===== src/rtl/acc_pkg.sv =====
// rtl/acc_pkg.sv - shared constants and loader state encoding for the accelerator input buffer
package acc_pkg;

    localparam int ACC_BANKS      = 16;
    localparam int ACC_DATA_W     = 64;
    localparam int ACC_ADDR_W     = 14;
    localparam int ACC_BANK_IDX_W = 4;

    typedef enum logic [1:0] {
        IDLE = 2'd0,
        LOAD = 2'd1,
        RUN  = 2'd2
    } acc_ld_state_t;

endpackage


===== src/rtl/acc_din_bank_wr.sv =====
// rtl/acc_din_bank_wr.sv - port-A write fan-out to the 16 input BRAM banks
//
// Ports:
//   i_clk, i_rst             clock, asynchronous active-high reset
//   i_wr_vld                 accepted beat this cycle
//   i_wr_bank                target bank index
//   i_wr_addr, i_wr_data     word address and data for that bank
//   o_ena, o_wea             registered one-hot enable / write enable per bank
//   o_addra, o_dina          registered address / data per bank
module acc_din_bank_wr
    import acc_pkg::*;
(
    input  logic                      i_clk,
    input  logic                      i_rst,
    input  logic                      i_wr_vld,
    input  logic [ACC_BANK_IDX_W-1:0] i_wr_bank,
    input  logic [ACC_ADDR_W-1:0]     i_wr_addr,
    input  logic [ACC_DATA_W-1:0]     i_wr_data,
    output logic                      o_ena   [ACC_BANKS-1:0],
    output logic                      o_wea   [ACC_BANKS-1:0],
    output logic [ACC_ADDR_W-1:0]     o_addra [ACC_BANKS-1:0],
    output logic [ACC_DATA_W-1:0]     o_dina  [ACC_BANKS-1:0]
);

    logic                  r_en   [ACC_BANKS-1:0];
    logic [ACC_ADDR_W-1:0] r_addr [ACC_BANKS-1:0];
    logic [ACC_DATA_W-1:0] r_din  [ACC_BANKS-1:0];

    // Only the selected bank loads addr/din; the others keep their last
    // values so idle banks see no toggling on the address/data pins.
    always_ff @(posedge i_clk or posedge i_rst) begin
        if (i_rst) begin
            for (int b = 0; b < ACC_BANKS; b++) begin
                r_en[b]   <= 1'b0;
                r_addr[b] <= '0;
                r_din[b]  <= '0;
            end
        end else begin
            for (int b = 0; b < ACC_BANKS; b++) begin
                r_en[b] <= i_wr_vld && (i_wr_bank == ACC_BANK_IDX_W'(b));
                if (i_wr_vld && (i_wr_bank == ACC_BANK_IDX_W'(b))) begin
                    r_addr[b] <= i_wr_addr;
                    r_din[b]  <= i_wr_data;
                end
            end
        end
    end

    assign o_ena   = r_en;
    assign o_wea   = r_en;
    assign o_addra = r_addr;
    assign o_dina  = r_din;

endmodule


===== src/rtl/acc_din_bram_loader.sv =====
// rtl/acc_din_bram_loader.sv - fills the 16 input BRAM banks from a stream and hands off to the consumer
//
// Ports:
//   i_clk, i_rst                      clock, asynchronous active-high reset
//   i_load_start                      pulse: begin a load (IDLE only)
//   i_stage_done                      pulse: consumer finished with the banks (RUN only)
//   i_s_axis_tdata/tvalid/tlast       input beat stream
//   o_s_axis_tready                   high while loading
//   o_in_bram_ena/wea/addra/dina      port-A write interface, one entry per bank
//   o_stage_start                     banks hold a complete stage
//   o_busy                            not idle
//   o_err_len                         pulse: tlast did not coincide with the final beat
module acc_din_bram_loader
    import acc_pkg::*;
#(
    parameter int DATA_NUM = 768,
    parameter int BANKS    = 16,
    parameter int ADDR_W   = 14,
    parameter int DATA_W   = 64
) (
    input  logic              i_clk,
    input  logic              i_rst,
    input  logic              i_load_start,
    input  logic              i_stage_done,
    input  logic [DATA_W-1:0] i_s_axis_tdata,
    input  logic              i_s_axis_tvalid,
    input  logic              i_s_axis_tlast,
    output logic              o_s_axis_tready,
    output logic              o_in_bram_ena   [BANKS-1:0],
    output logic              o_in_bram_wea   [BANKS-1:0],
    output logic [ADDR_W-1:0] o_in_bram_addra [BANKS-1:0],
    output logic [DATA_W-1:0] o_in_bram_dina  [BANKS-1:0],
    output logic              o_stage_start,
    output logic              o_busy,
    output logic              o_err_len
);

    // BANKS*DATA_NUM must not exceed 2^ADDR_W so the beat counter never wraps.
    localparam logic [ADDR_W-1:0] LAST_BEAT = ADDR_W'(BANKS * DATA_NUM - 1);

    acc_ld_state_t     r_state;
    logic [ADDR_W-1:0] r_beat_cnt;
    logic              r_stage_start;
    logic              r_err_len;

    logic              w_hs;
    logic              w_last_beat;

    assign o_s_axis_tready = (r_state == LOAD);
    assign o_busy          = (r_state != IDLE);
    assign o_stage_start   = r_stage_start;
    assign o_err_len       = r_err_len;

    assign w_hs        = i_s_axis_tvalid & o_s_axis_tready;
    assign w_last_beat = (r_beat_cnt == LAST_BEAT);

    always_ff @(posedge i_clk or posedge i_rst) begin
        if (i_rst) begin
            r_state       <= IDLE;
            r_beat_cnt    <= '0;
            r_stage_start <= 1'b0;
            r_err_len     <= 1'b0;
        end else begin
            r_err_len     <= 1'b0;
            r_stage_start <= 1'b0;
            case (r_state)
                IDLE: begin
                    if (i_load_start) begin
                        r_beat_cnt <= '0;
                        r_state    <= LOAD;
                    end
                end
                LOAD: begin
                    if (w_hs) begin
                        r_beat_cnt <= r_beat_cnt + 1'b1;
                        if (w_last_beat) begin
                            r_state   <= RUN;
                            r_err_len <= ~i_s_axis_tlast;
                        end else if (i_s_axis_tlast) begin
                            r_state   <= IDLE;
                            r_err_len <= 1'b1;
                        end
                    end
                end
                RUN: begin
                    // stage_start trails entry into RUN by one cycle so the
                    // final registered write has landed before the consumer reads.
                    if (i_stage_done) begin
                        r_state <= IDLE;
                    end else begin
                        r_stage_start <= 1'b1;
                    end
                end
                default: r_state <= IDLE;
            endcase
        end
    end

    acc_din_bank_wr u_bank_wr (
        .i_clk     (i_clk),
        .i_rst     (i_rst),
        .i_wr_vld  (w_hs),
        .i_wr_bank (r_beat_cnt[ACC_BANK_IDX_W-1:0]),
        .i_wr_addr (r_beat_cnt >> ACC_BANK_IDX_W),
        .i_wr_data (i_s_axis_tdata),
        .o_ena     (o_in_bram_ena),
        .o_wea     (o_in_bram_wea),
        .o_addra   (o_in_bram_addra),
        .o_dina    (o_in_bram_dina)
    );

endmodule


===== config.mk =====
export PLATFORM = sky130hd
export DESIGN_NAME = acc_din_bram_loader
export DESIGN_NICKNAME = d
export VERILOG_FILES = /design/src/rtl/acc_pkg.sv /design/src/rtl/acc_din_bank_wr.sv /design/src/rtl/acc_din_bram_loader.sv
export SDC_FILE = /design/constraint.sdc
export NUM_CORES = 2
export LEC_CHECK = 0
export ABC_AREA = 0
export BUFFER_PORTS_ARGS = -buffer_cell sky130_fd_sc_hd__buf_2
export CAP_MARGIN = 25
export CORE_AREA = 2 2 522 524
export CTS_BUF_LIST = sky130_fd_sc_hd__clkbuf_4 sky130_fd_sc_hd__clkbuf_8
export DETAILED_ROUTE_END_ITERATION = 16
export DIE_AREA = 0 0 524 526
export GPL_ROUTABILITY_DRIVEN = 0
export PLACE_DENSITY = 0.32
export SLEW_MARGIN = 20
export SYNTH_ARGS = -nofsm -noshare
export SYNTH_HDL_FRONTEND = slang
export SYNTH_HIERARCHICAL = 1
export SYNTH_SLANG_ARGS = --single-unit

===== constraint.sdc =====
create_clock -name i_clk -period 133.5 [get_ports i_clk]
set_input_delay 26.7 -clock i_clk [delete_from_list [all_inputs] [get_ports i_clk]]
set_output_delay 26.7 -clock i_clk [all_outputs]
set_load 0.02 [all_outputs]

==> impl_metrics.yaml <==
layout:
  final_util_pct: 23.81
  num-fill-cells: 28720
  fin_cells: 8100
  area_growth_pct: 34.24
  drive_gt1_share_pct: 69.23
  post-route-cell-area_um2: 64230
  final_nets: 4417
cts:
  postCtsSetupRepairBufs: 0
  clk_pin_slew_ps: 50
  hold_buffers: 0
  clock-sinks: 1282
  cts_resized: 0
  cts_made_buffers: 262
  cts_root_buffer: "clkbuf_8"
  clk-insertion-delay-late_ps: 970
  cts_tree: "built"
  clockBufferDepth: 4
  htreeDepth: 5
power_and_ir_drop:
  p_sw_share_pct: 37.36
  power_leakage_nw: 33.91
  pwr-share-clk_pct: 30.0
  power_density_nw_per_um2: 22.15
  p_int_w: 0.0008911
  ir_drop_mv: 0.009603
  power_frac_comb_pct: 31.7
  p_seq_share_pct: 38.3
  p_switching_w: 0.0005315
logic_synthesis:
  yosysTopAreaCell: "dfrtp_1"
  yosysMostFrequentCell: "dfrtp_1"
  synth_cells: 2868
  synth_top_cell_area_share_pct: 67.05
  synth_edf_count: 0
  synth_area_um2: 47850
  async_flop_share_pct: 100.0
  synth_top_cells_by_count: "dfrtp_1, mux2_2, clkbuf_1"
  synth-main-ff-cell: "dfrtp_1"
  ys_seq_elements: 1282
  synthTopCellsByArea: "dfrtp_1, mux2_2, clkbuf_1, buf_2, mux2_4"
  ys_types: 35
  yosys_warnings: 6
  ys_seq_area_share_pct: 67.05
  avgSynthCellArea_um2: 16.68
routing:
  vias: 30830
  ant_nets: 0
  drc: 0
  drt-vias-per-instance: 3.806
  routed_wirelength_mm: 223.6
  drtIter0Drc: 1123
  wl_per_cell_um: 27.61
  drtPass1Iterations: 4
timing:
  layout_setup_ws_ps: 103830
  final.setup.tns_ps: 0
  max_freq_ghz: 0.03370
  finalCritPeriodShare_pct: 22.22
  hold_viol_final: 0
  period_minus_slack_ps: 29670
  setup_viol: 0
  worst_clock_skew_ps: 57.07
  maxSlewHeadroom_pct: 27.70
  drv_slew: 0
  worst_pin_slew_ps: 1084
  rsz0062_at_grt: "no"
floorplanning:
  coreArea_um2: 269800
  die_h_um: 526
  initial_core_util_pct: 17.73
  pin_count: 1354
  die_x_um: 524
  num_rows: 191
  dieArea_um2: 275600
global_routing:
  grt_pass1_wl_mm: 300.1
  grt_use_total_pct: 15.76
  grt_pass1_vias: 32870
  grt_max_degree: 140
  gr-total-overflow: 0
  antenna_found_initial: 22
setup_path:
  crit_start: "i_rst"
  cp.required_ps: 134430
  r2r_slack_ps: 128940
  cp_data_arrival_time_ps: 30600
  rr_startpoint: "r_state[1]$_DFFE_PP0P_"
  r2r_cells: 8
  r2r_end: "u_bank_wr/o_dina[269]$_DFFE_PP0P_"
  worstSetupEndpointType: "async pin"
  crit_end: "u_bank_wr/o_dina[277]$_DFFE_PP0P_"
  worstSetupStartpointType: "primary input"
  critical_path_class: "in2async"
  cp_max_fo: 124
job:
  maxCapViolations: 0
placement:
  pre_cts_slack_ps: 102700
  place_inst: 7646
  portBuffers: 1353
  hpwl_mm: 153.1
  placed_area_um2: 58770
run_status:
  status: "completed"
min_path:
  hold_class: "reg2reg"
cells by family (layout without fill, tap and decap cells):
logic type | count (synthesis) | count (layout) | synth area share, %
DFF | 1282 | 1282 | 67.05
muxes | 1253 | 1253 | 29.56
buffers and inverters | 244 | 1869 | 2.259
and+or+nand+nor | 70 | 70 | 0.8315
AOI/OAI and AO/OA | 9 | 9 | 0.1203
xor gates and xnor gates | 8 | 8 | 0.1464
adders and majority gates | 1 | 1 | 0.02615
other | 1 | 38 | 0.007837
worst max-delay path: stages:
cell and delay [ps]:
buf_2 130, inv_8 390, buf_4 680, buf_12 560
buf_4 750, buf_4 830
state kept, by name, summed over array words and instances, names as in the netlist:
name               cells
r_beat_cnt            14
u_bank_wr/o_ena       16
o_err_len              1
o_stage_start          1
r_state                2
u_bank_wr/o_dina    1024
u_bank_wr/o_addra    224
per-layer routing:
metal | up-vias | wire [um] | track usage (%)
met3 | 326 | 25490 | 7.635
li1 | 13020 | - | -
met4 | 6 | 7426 | 5.144
met5 | - | 46 | 0
met1 | 16180 | 88080 | 18.38
met2 | 1289 | 102600 | 25.13
cells in the final DEF (no fill, tap or decap), drive strengths merged, types with 4 or more instances in the layout:
cell	Yosys	final
buf	75	1418
clkbuf	156	403
clkinv	0	14
clkinvlp	0	10
conb	1	28
dfrtp	1282	1282
diode	0	10
inv	13	24
mux2	1251	1251
nand2	6	6
nand3	7	7
nor2	24	24
nor2b	4	4
nor3	4	4
nor3b	4	4
o21ai	4	4
or3	5	5
xnor2	8	8
worst min path at each step:
stage                                        from                                  to  slack (ps)  cells after the start
2_1_floorplan              r_state[0]$_DFFE_PP0P_             o_stage_start$_DFF_PP0_         530                      1
3_3_place_gp    u_bank_wr/o_dina[572]$_DFFE_PP0P_   u_bank_wr/o_dina[572]$_DFFE_PP0P_         480                      1
3_5_place_dp    u_bank_wr/o_dina[813]$_DFFE_PP0P_   u_bank_wr/o_dina[813]$_DFFE_PP0P_         490                      1
4_1_cts         u_bank_wr/o_dina[119]$_DFFE_PP0P_   u_bank_wr/o_dina[119]$_DFFE_PP0P_         500                      1
5_1_grt        u_bank_wr/o_addra[184]$_DFFE_PP0P_  u_bank_wr/o_addra[184]$_DFFE_PP0P_         510                      1
6_report       u_bank_wr/o_addra[111]$_DFFE_PP0P_  u_bank_wr/o_addra[111]$_DFFE_PP0P_         490                      1
area by class of cell:
type                    count  area (um^2)  area share, %
flip-flops and latches   1282        32080          49.95
multi-input cells        1369        14900          23.19
clock buffers             403         5021          7.817
clock inverters            35        272.8         0.4247
inverters                  13        58.81        0.09156
well taps                3570         4467          6.954
diodes                     10        25.02        0.03896
repair buffers           1418         7410          11.54
power groups by stage:
stage	clock network (W)	registers (W)	logic [W]
3_3_place_gp	0	0.000549	0.000461
2_1_floorplan	0	0.000680	0.000118
4_1_cts	0.000446	0.000547	0.000461
6_report	0.000426	0.000545	0.000451
3_5_place_dp	0	0.000551	0.000461
5_1_grt	0.000463	0.000560	0.000476
per-stage QoR:
stage                power, W  hold WS [ps]
floorplan           0.0007988         526.6
finish               0.001423         494.8
global route         0.001500         507.0
global placement     0.001010         481.5
detailed placement   0.001012         486.7
CTS                  0.001454         498.7
Power figures use the tool's default switching activity.
